$ cat src/rtl/cache_ctrl_pkg.sv
// Shared types and address helpers for the 4-way, 16-set write-back data cache controller.
package cache_pkg;

  localparam int unsigned SETS     = 16;
  localparam int unsigned WAYS     = 4;
  localparam int unsigned OFFSET_W = 5;
  localparam int unsigned INDEX_W  = 4;
  localparam int unsigned TAG_W    = 23;

  typedef enum logic [2:0] {
    StIdle,
    StCompare,
    StWriteback,
    StAllocate,
    StRefillWait
  } state_e;

  function automatic logic [TAG_W-1:0] addr_tag(input logic [31:0] addr);
    return addr[31:OFFSET_W+INDEX_W];
  endfunction

  function automatic logic [INDEX_W-1:0] addr_index(input logic [31:0] addr);
    return addr[OFFSET_W +: INDEX_W];
  endfunction

  function automatic logic [OFFSET_W-1:0] addr_offset(input logic [31:0] addr);
    return addr[OFFSET_W-1:0];
  endfunction

endpackage

$ cat src/rtl/cache_ctrl_if.sv
// Core request port, SRAM/PLRU control and memory port of the cache controller.
interface cache_ctrl_if;
  import cache_pkg::*;

  logic [31:0]        ufp_addr;
  logic [3:0]         ufp_rmask;
  logic [3:0]         ufp_wmask;
  logic               ufp_resp;
  logic [WAYS-1:0]    tag_match;
  logic [INDEX_W-1:0] arr_index;
  logic [1:0]         arr_way;
  logic               data_we;
  logic               data_src;
  logic               tag_we;
  logic               dfp_read;
  logic               dfp_write;
  logic               dfp_addr_sel;
  logic               dfp_resp;
  logic [INDEX_W-1:0] plru_index;
  logic               plru_hit;
  logic [1:0]         plru_hit_way;
  logic [1:0]         plru_replace;

  modport slave (
    input  ufp_addr, ufp_rmask, ufp_wmask, tag_match, dfp_resp, plru_replace,
    output ufp_resp, arr_index, arr_way, data_we, data_src, tag_we,
           dfp_read, dfp_write, dfp_addr_sel, plru_index, plru_hit, plru_hit_way
  );

  modport master (
    output ufp_addr, ufp_rmask, ufp_wmask, tag_match, dfp_resp, plru_replace,
    input  ufp_resp, arr_index, arr_way, data_we, data_src, tag_we,
           dfp_read, dfp_write, dfp_addr_sel, plru_index, plru_hit, plru_hit_way
  );

endinterface

$ cat src/rtl/cache_ctrl_victim_sel.sv
// Victim way choice on a miss: lowest invalid way, else the PLRU replacement way.
module victim_sel (
  input  logic [3:0] valid_row,
  input  logic [1:0] plru_replace,
  output logic [1:0] victim
);

  always_comb begin
    victim = plru_replace;
    for (int w = 3; w >= 0; w--) begin
      if (!valid_row[w]) victim = 2'(w);
    end
  end

endmodule

$ cat src/rtl/cache_ctrl.sv
// Control FSM for the write-back, write-allocate data cache; owns per-line valid/dirty state.
module cache_ctrl #(
  parameter int unsigned SETS     = 16,
  parameter int unsigned WAYS     = 4,
  parameter int unsigned OFFSET_W = 5
) (
  input logic         clk,
  input logic         rst,
  cache_ctrl_if.slave bus
);
  import cache_pkg::*;

  localparam int unsigned IdxW = $clog2(SETS);

  state_e state_q, state_d;

  logic [SETS-1:0][WAYS-1:0] valid_q, dirty_q;
  logic [1:0]                victim_q, victim_d;
  logic [IdxW-1:0]           idx;
  logic [WAYS-1:0]           valid_row, dirty_row, hit_vec;
  logic [1:0]                hit_way, victim, upd_way;
  logic                      hit, is_write, is_req;
  logic                      set_valid, set_dirty, clr_dirty;

  assign idx            = bus.ufp_addr[OFFSET_W +: IdxW];
  assign bus.arr_index  = idx;
  assign bus.plru_index = idx;

  assign valid_row = valid_q[idx];
  assign dirty_row = dirty_q[idx];
  assign is_write  = |bus.ufp_wmask;
  assign is_req    = is_write || (|bus.ufp_rmask);
  assign hit_vec   = bus.tag_match & valid_row;
  assign hit       = |hit_vec;

  // Several matching ways is a datapath fault; the lowest way is taken.
  always_comb begin
    hit_way = 2'd0;
    for (int w = WAYS - 1; w >= 0; w--) begin
      if (hit_vec[w]) hit_way = 2'(w);
    end
  end

  victim_sel u_victim_sel (
    .valid_row    (valid_row),
    .plru_replace (bus.plru_replace),
    .victim       (victim)
  );

  always_comb begin
    state_d          = state_q;
    victim_d         = victim_q;
    bus.ufp_resp     = 1'b0;
    bus.arr_way      = 2'd0;
    bus.data_we      = 1'b0;
    bus.data_src     = 1'b0;
    bus.tag_we       = 1'b0;
    bus.dfp_read     = 1'b0;
    bus.dfp_write    = 1'b0;
    bus.dfp_addr_sel = 1'b0;
    bus.plru_hit     = 1'b0;
    bus.plru_hit_way = 2'd0;
    set_valid        = 1'b0;
    set_dirty        = 1'b0;
    clr_dirty        = 1'b0;
    upd_way          = 2'd0;

    unique case (state_q)
      StIdle: begin
        if (is_req) state_d = StCompare;
      end
      StCompare: begin
        if (hit) begin
          bus.ufp_resp     = 1'b1;
          bus.plru_hit     = 1'b1;
          bus.plru_hit_way = hit_way;
          bus.arr_way      = hit_way;
          if (is_write) begin
            bus.data_we = 1'b1;
            set_dirty   = 1'b1;
            upd_way     = hit_way;
          end
          state_d = StIdle;
        end else begin
          victim_d = victim;
          state_d  = dirty_row[victim] ? StWriteback : StAllocate;
        end
      end
      StWriteback: begin
        bus.dfp_write    = 1'b1;
        bus.dfp_addr_sel = 1'b1;
        bus.arr_way      = victim_q;
        if (bus.dfp_resp) begin
          clr_dirty = 1'b1;
          upd_way   = victim_q;
          state_d   = StAllocate;
        end
      end
      StAllocate: begin
        bus.dfp_read = 1'b1;
        bus.arr_way  = victim_q;
        if (bus.dfp_resp) begin
          bus.data_we  = 1'b1;
          bus.data_src = 1'b1;
          bus.tag_we   = 1'b1;
          set_valid    = 1'b1;
          clr_dirty    = 1'b1;
          upd_way      = victim_q;
          state_d      = StRefillWait;
        end
      end
      // SRAMs need a cycle to re-read the refilled line before the compare hits.
      StRefillWait: state_d = StCompare;
      default:      state_d = StIdle;
    endcase
  end

  always_ff @(posedge clk or negedge rst) begin
    if (!rst) begin
      state_q  <= StIdle;
      victim_q <= 2'd0;
    end else begin
      state_q  <= state_d;
      victim_q <= victim_d;
    end
  end

  always_ff @(posedge clk or negedge rst) begin
    if (!rst) begin
      valid_q <= '0;
      dirty_q <= '0;
    end else begin
      if (set_valid) valid_q[idx][upd_way] <= 1'b1;
      if (set_dirty) begin
        dirty_q[idx][upd_way] <= 1'b1;
      end else if (clr_dirty) begin
        dirty_q[idx][upd_way] <= 1'b0;
      end
    end
  end

endmodule

$ cat src/flat_wrapper.sv
// flat-port wrapper written by rule: the top's interface ports become plain ports
module cache_ctrl_flat import cache_pkg::*;
#(
  parameter int unsigned SETS     = 16,
  parameter int unsigned WAYS     = 4,
  parameter int unsigned OFFSET_W = 5
)
  (clk, rst, bus_ufp_addr, bus_ufp_rmask, bus_ufp_wmask, bus_tag_match, bus_dfp_resp, bus_plru_replace, bus_ufp_resp, bus_arr_index, bus_arr_way, bus_data_we, bus_data_src, bus_tag_we, bus_dfp_read, bus_dfp_write, bus_dfp_addr_sel, bus_plru_index, bus_plru_hit, bus_plru_hit_way);
  cache_ctrl_if bus_i ();
  input logic clk;
  input logic rst;
  input wire logic [$bits(bus_i.ufp_addr)-1:0] bus_ufp_addr;
  input wire logic [$bits(bus_i.ufp_rmask)-1:0] bus_ufp_rmask;
  input wire logic [$bits(bus_i.ufp_wmask)-1:0] bus_ufp_wmask;
  input wire logic [$bits(bus_i.tag_match)-1:0] bus_tag_match;
  input wire logic [$bits(bus_i.dfp_resp)-1:0] bus_dfp_resp;
  input wire logic [$bits(bus_i.plru_replace)-1:0] bus_plru_replace;
  output wire logic [$bits(bus_i.ufp_resp)-1:0] bus_ufp_resp;
  output wire logic [$bits(bus_i.arr_index)-1:0] bus_arr_index;
  output wire logic [$bits(bus_i.arr_way)-1:0] bus_arr_way;
  output wire logic [$bits(bus_i.data_we)-1:0] bus_data_we;
  output wire logic [$bits(bus_i.data_src)-1:0] bus_data_src;
  output wire logic [$bits(bus_i.tag_we)-1:0] bus_tag_we;
  output wire logic [$bits(bus_i.dfp_read)-1:0] bus_dfp_read;
  output wire logic [$bits(bus_i.dfp_write)-1:0] bus_dfp_write;
  output wire logic [$bits(bus_i.dfp_addr_sel)-1:0] bus_dfp_addr_sel;
  output wire logic [$bits(bus_i.plru_index)-1:0] bus_plru_index;
  output wire logic [$bits(bus_i.plru_hit)-1:0] bus_plru_hit;
  output wire logic [$bits(bus_i.plru_hit_way)-1:0] bus_plru_hit_way;
  assign bus_i.ufp_addr = bus_ufp_addr;
  assign bus_i.ufp_rmask = bus_ufp_rmask;
  assign bus_i.ufp_wmask = bus_ufp_wmask;
  assign bus_i.tag_match = bus_tag_match;
  assign bus_i.dfp_resp = bus_dfp_resp;
  assign bus_i.plru_replace = bus_plru_replace;
  assign bus_ufp_resp = bus_i.ufp_resp;
  assign bus_arr_index = bus_i.arr_index;
  assign bus_arr_way = bus_i.arr_way;
  assign bus_data_we = bus_i.data_we;
  assign bus_data_src = bus_i.data_src;
  assign bus_tag_we = bus_i.tag_we;
  assign bus_dfp_read = bus_i.dfp_read;
  assign bus_dfp_write = bus_i.dfp_write;
  assign bus_dfp_addr_sel = bus_i.dfp_addr_sel;
  assign bus_plru_index = bus_i.plru_index;
  assign bus_plru_hit = bus_i.plru_hit;
  assign bus_plru_hit_way = bus_i.plru_hit_way;
  cache_ctrl #(.SETS(SETS), .WAYS(WAYS), .OFFSET_W(OFFSET_W)) u_core (.clk(clk), .rst(rst), .bus(bus_i));
endmodule
$ cat config.mk
export PLATFORM = sky130hd
export DESIGN_NAME = cache_ctrl_flat
export DESIGN_NICKNAME = d
export VERILOG_FILES = /design/src/rtl/cache_ctrl_pkg.sv /design/src/rtl/cache_ctrl_if.sv /design/src/rtl/cache_ctrl_victim_sel.sv /design/src/rtl/cache_ctrl.sv /design/src/flat_wrapper.sv
export SDC_FILE = /design/constraint.sdc
export NUM_CORES = 1
export LEC_CHECK = 0
export CAP_MARGIN = 20
export CELL_PAD_IN_SITES_DETAIL_PLACEMENT = 1
export CELL_PAD_IN_SITES_GLOBAL_PLACEMENT = 1
export CORE_MARGIN = 4
export CORE_UTILIZATION = 42
export CTS_BUF_LIST = sky130_fd_sc_hd__clkbuf_8
export DETAILED_ROUTE_END_ITERATION = 10
export GPL_TIMING_DRIVEN = 0
export PLACE_DENSITY = 0.9
export SYNTH_ARGS = -nofsm -noshare
export SYNTH_HDL_FRONTEND = slang
export SYNTH_SLANG_ARGS = --single-unit
$ cat constraint.sdc
create_clock -name clk -period 3.92 [get_ports clk]
set_clock_uncertainty 0.2 [all_clocks]
set_input_delay 0.784 -clock clk [delete_from_list [all_inputs] [get_ports clk]]
set_output_delay 0.784 -clock clk [all_outputs]
set_load 0.02 [all_outputs]
==> impl_metrics.json <==
{
  "clk_latency_ns": 0.50,
  "async_reset_ff_frac": 1.00,
  "p_per_area_nw_per_um2": 537,
  "syn-cell-area_um2": 6710,
  "dr_total_vias": 6219,
  "drt_iter0_drc": 883,
  "r2r_cells": 11,
  "layout_setup_ws_ns": -0.172,
  "place_hpwl_mm": 16.1,
  "die_area_um2": 18100,
  "io_buffers": 39,
  "grt_max_degree": 99,
  "violations": "negative setup slack",
  "nNetsFinal": 743,
  "critPathTopFamily": "buffers and inverters",
  "synth_fp_nets": 666,
  "yosys_warnings": 0,
  "cts_max_level": 4,
  "yosysSeqAreaShare": 0.496,
  "avgSynthCellArea_um2": 10.9,
  "cp.buffers_inverters": 7,
  "grt_pass1_wl_mm": 39.1,
  "synth_cell_types": 52,
  "status": "finished, violations left",
  "ys.flop_type": "dfrtp_1",
  "numClockSinks": 133,
  "gr-total-overflow": 0,
  "worstSetupStartpointType": "input port",
  "p_total_uw": 4370,
  "max_slew_margin": 0.332,
  "io-pin-count": 69,
  "synth_edf_count": 0,
  "finalHoldViolCount": 0,
  "grt_usage": 0.286,
  "path_clk_slew_ns": 0.09,
  "final_max_slew_viol_count": 0,
  "p_leak_uw": 0.00339,
  "clock_path_buffers": 2,
  "antenna_found_initial": 2,
  "max-vdd-ir-drop_uv": 265,
  "gp_congestion": 0.954,
  "yosysMostFrequentCell": "dfrtp_1",
  "synth_cells": 617,
  "max_cap_violations": 0,
  "nFillCells": 1664,
  "cp_max_fo": 10,
  "die_w_um": 134,
  "hold_class": "input port to async pin",
  "numCtsBuffers": 17,
  "fp-row-count": 45,
  "drt-pass1-iter-count": 5,
  "synth_top_cell_area_share": 0.496,
  "tritoncts": "yes",
  "start_util": 0.435,
  "finalSetupViolations": 40,
  "min_period_ns": 4.09,
  "die_y_um": 134,
  "crit_required_ns": 4.09,
  "area.growth.synth_to_final_pct": 21.3,
  "period_share": 1.04,
  "routed_wire_length_per_instance_um": 29.6,
  "fin_hold_ws_ns": 0.00108,
  "worstMarginPinSlew_ns": 1.00,
  "antenna_left": 0,
  "routed_wl_mm": 27.2,
  "worstReg2RegEnd": "u_core.valid_q[26]",
  "r2r-start": "u_core.valid_q[56]",
  "hold_buffers": 0,
  "reg2reg_setup_slack_ns": 0.04,
  "synth_common_cells": "133 x dfrtp_1, 74 x o21ai_0, 68 x nand2_1",
  "critPathSlowestCell": "nor3b_2",
  "crit_path_cell_trace": "buf_4 -> bufbuf_16 -> buf_4 -> mux4_2 -> mux2i_4 -> a2bb2oi_2 -> buf_4 -> nand4b_1 -> buf_4 -> nor3b_2 -> buf_4 -> o21ai_2 -> clkbuf_1 -> o21bai_1",
  "grt_pass1_vias": 6516,
  "drive_gt1_frac": 0.217,
  "max_stage_delay_ns": 0.40,
  "drc": 0,
  "cts_root_buf": "clkbuf_8",
  "synthTopCellsByArea": "dfrtp_1 50%, mux4_2 9.4%, o21bai_1 7.3%, o21ai_0 5.5%, nand2_1 3.8%",
  "critPathArrivalTime_ns": 4.26,
  "path_class": "input port to register",
  "path_common_cell": "buf_4",
  "yosysTopAreaCell": "dfrtp_1",
  "ys_ff_latch": 133,
  "endpoint_kind": "register",
  "core_um2": 15400,
  "avgViaCountPerCell": 6.77,
  "rsz0062_at_grt": "true",
  "fmax_ghz": 0.244
}
==> where the power goes <==
part / internal [uW] / total (uW) / switching, uW / leakage [uW]
logic: 561 / 1360 / 802 / 0.00138
registers: 1620 / 1800 / 181 / 0.00182
clock network: 575 / 1200 / 626 / 0.000192
total: 2760 / 4370 / 1610 / 0.00339
==> metal layers <==
layer,up-vias,global-route usage,part of all wire
met1,3078,0.349,0.36
li1,2437,-,-
met2,534,0.460,0.47
met3,168,0.0818,0.11
met4,2,0.156,0.066
met5,-,0,0.00059
==> layout by cell type, fill, tap and decap left out, types with 4 or more instances in the layout <==
| cell | instances |
|---|---|
| o41ai_1 | 14 |
| o21ai_1 | 24 |
| clkbuf_1 | 23 |
| buf_2 | 7 |
| nand3_1 | 8 |
| clkbuf_8 | 19 |
| buf_6 | 5 |
| nor3_1 | 8 |
| o21ai_0 | 74 |
| mux2i_1 | 9 |
| mux2_2 | 5 |
| nor2b_1 | 9 |
| nand2b_1 | 8 |
| and3_1 | 4 |
| nor2_1 | 20 |
| dfrtp_1 | 133 |
| o21bai_1 | 64 |
| and2_1 | 4 |
| buf_4 | 32 |
| mux2_1 | 5 |
| clkinv_4 | 4 |
| nand2_1 | 66 |
| clkbuf_2 | 7 |
| mux4_2 | 28 |
| or4_1 | 4 |
| o31ai_1 | 20 |
| clkdlybuf4s50_1 | 28 |
==> metrics by stage <==
step           std cells  setup TNS (ns)   util  setup slack [ns]  instance area (um^2)
3_5_place_dp         868         -157.78  0.479             -2.17                  7390
3_3_place_gp         867         -532.76  0.477             -3.07                  7370
2_1_floorplan        617               0      -           0.00297                  6710
6_report             918           -1.65  0.527            -0.172                  8130
4_1_cts              908       -0.000339  0.518         -0.000339                  7980
5_1_grt              918          -0.789  0.527            -0.130                  8130
==> repair_timing <==
item	CTS	global route
buffers inserted	8	9
gates cloned	1	1
endpoints found under the setup margin	141	70
pin swaps	4	4
resized for setup	65	31
==> cell families (layout without fill, tap and decap cells) <==
group / after synthesis / count (layout) / share of synthesized area
AO/OA/AOI/OAI: 225 / 225 / 0.220
AND/OR/NAND/NOR: 150 / 150 / 0.107
flip-flops: 133 / 133 / 0.496
buffers and inverters: 57 / 146 / 0.0448
multiplexers: 52 / 52 / 0.132
other: 0 / 1 / 0
==> layout make-up <==
type | count | area (um^2) | area share
Antenna cell | 1 | 2.50 | 0.000308
Buffer | 55 | 355 | 0.0437
Clock buffer | 18 | 248 | 0.0305
Clock inverter | 13 | 136 | 0.0168
Inverter | 1 | 3.75 | 0.000461
Multi-Input combinational cell | 427 | 3220 | 0.395
Sequential cell | 133 | 3330 | 0.409
Tap cell | 211 | 264 | 0.0325
Timing Repair Buffer | 59 | 581 | 0.0714
==> worst max-delay path by stage <==
stage	start	to	slack (ns)	cells past startpoint
floorplan	bus_ufp_addr[8]	bus_data_we	0.003	9
global placement	rst	u_core.valid_q[59]	-3.07	1
detailed placement	bus_ufp_addr[8]	bus_data_we	-2.17	11
CTS	bus_ufp_addr[6]	bus_data_we	-0.0003	12
global route	bus_ufp_addr[8]	u_core.valid_q[26]	-0.13	14
finish	bus_ufp_addr[8]	u_core.valid_q[26]	-0.17	14
(Power assumes the default switching activity.)
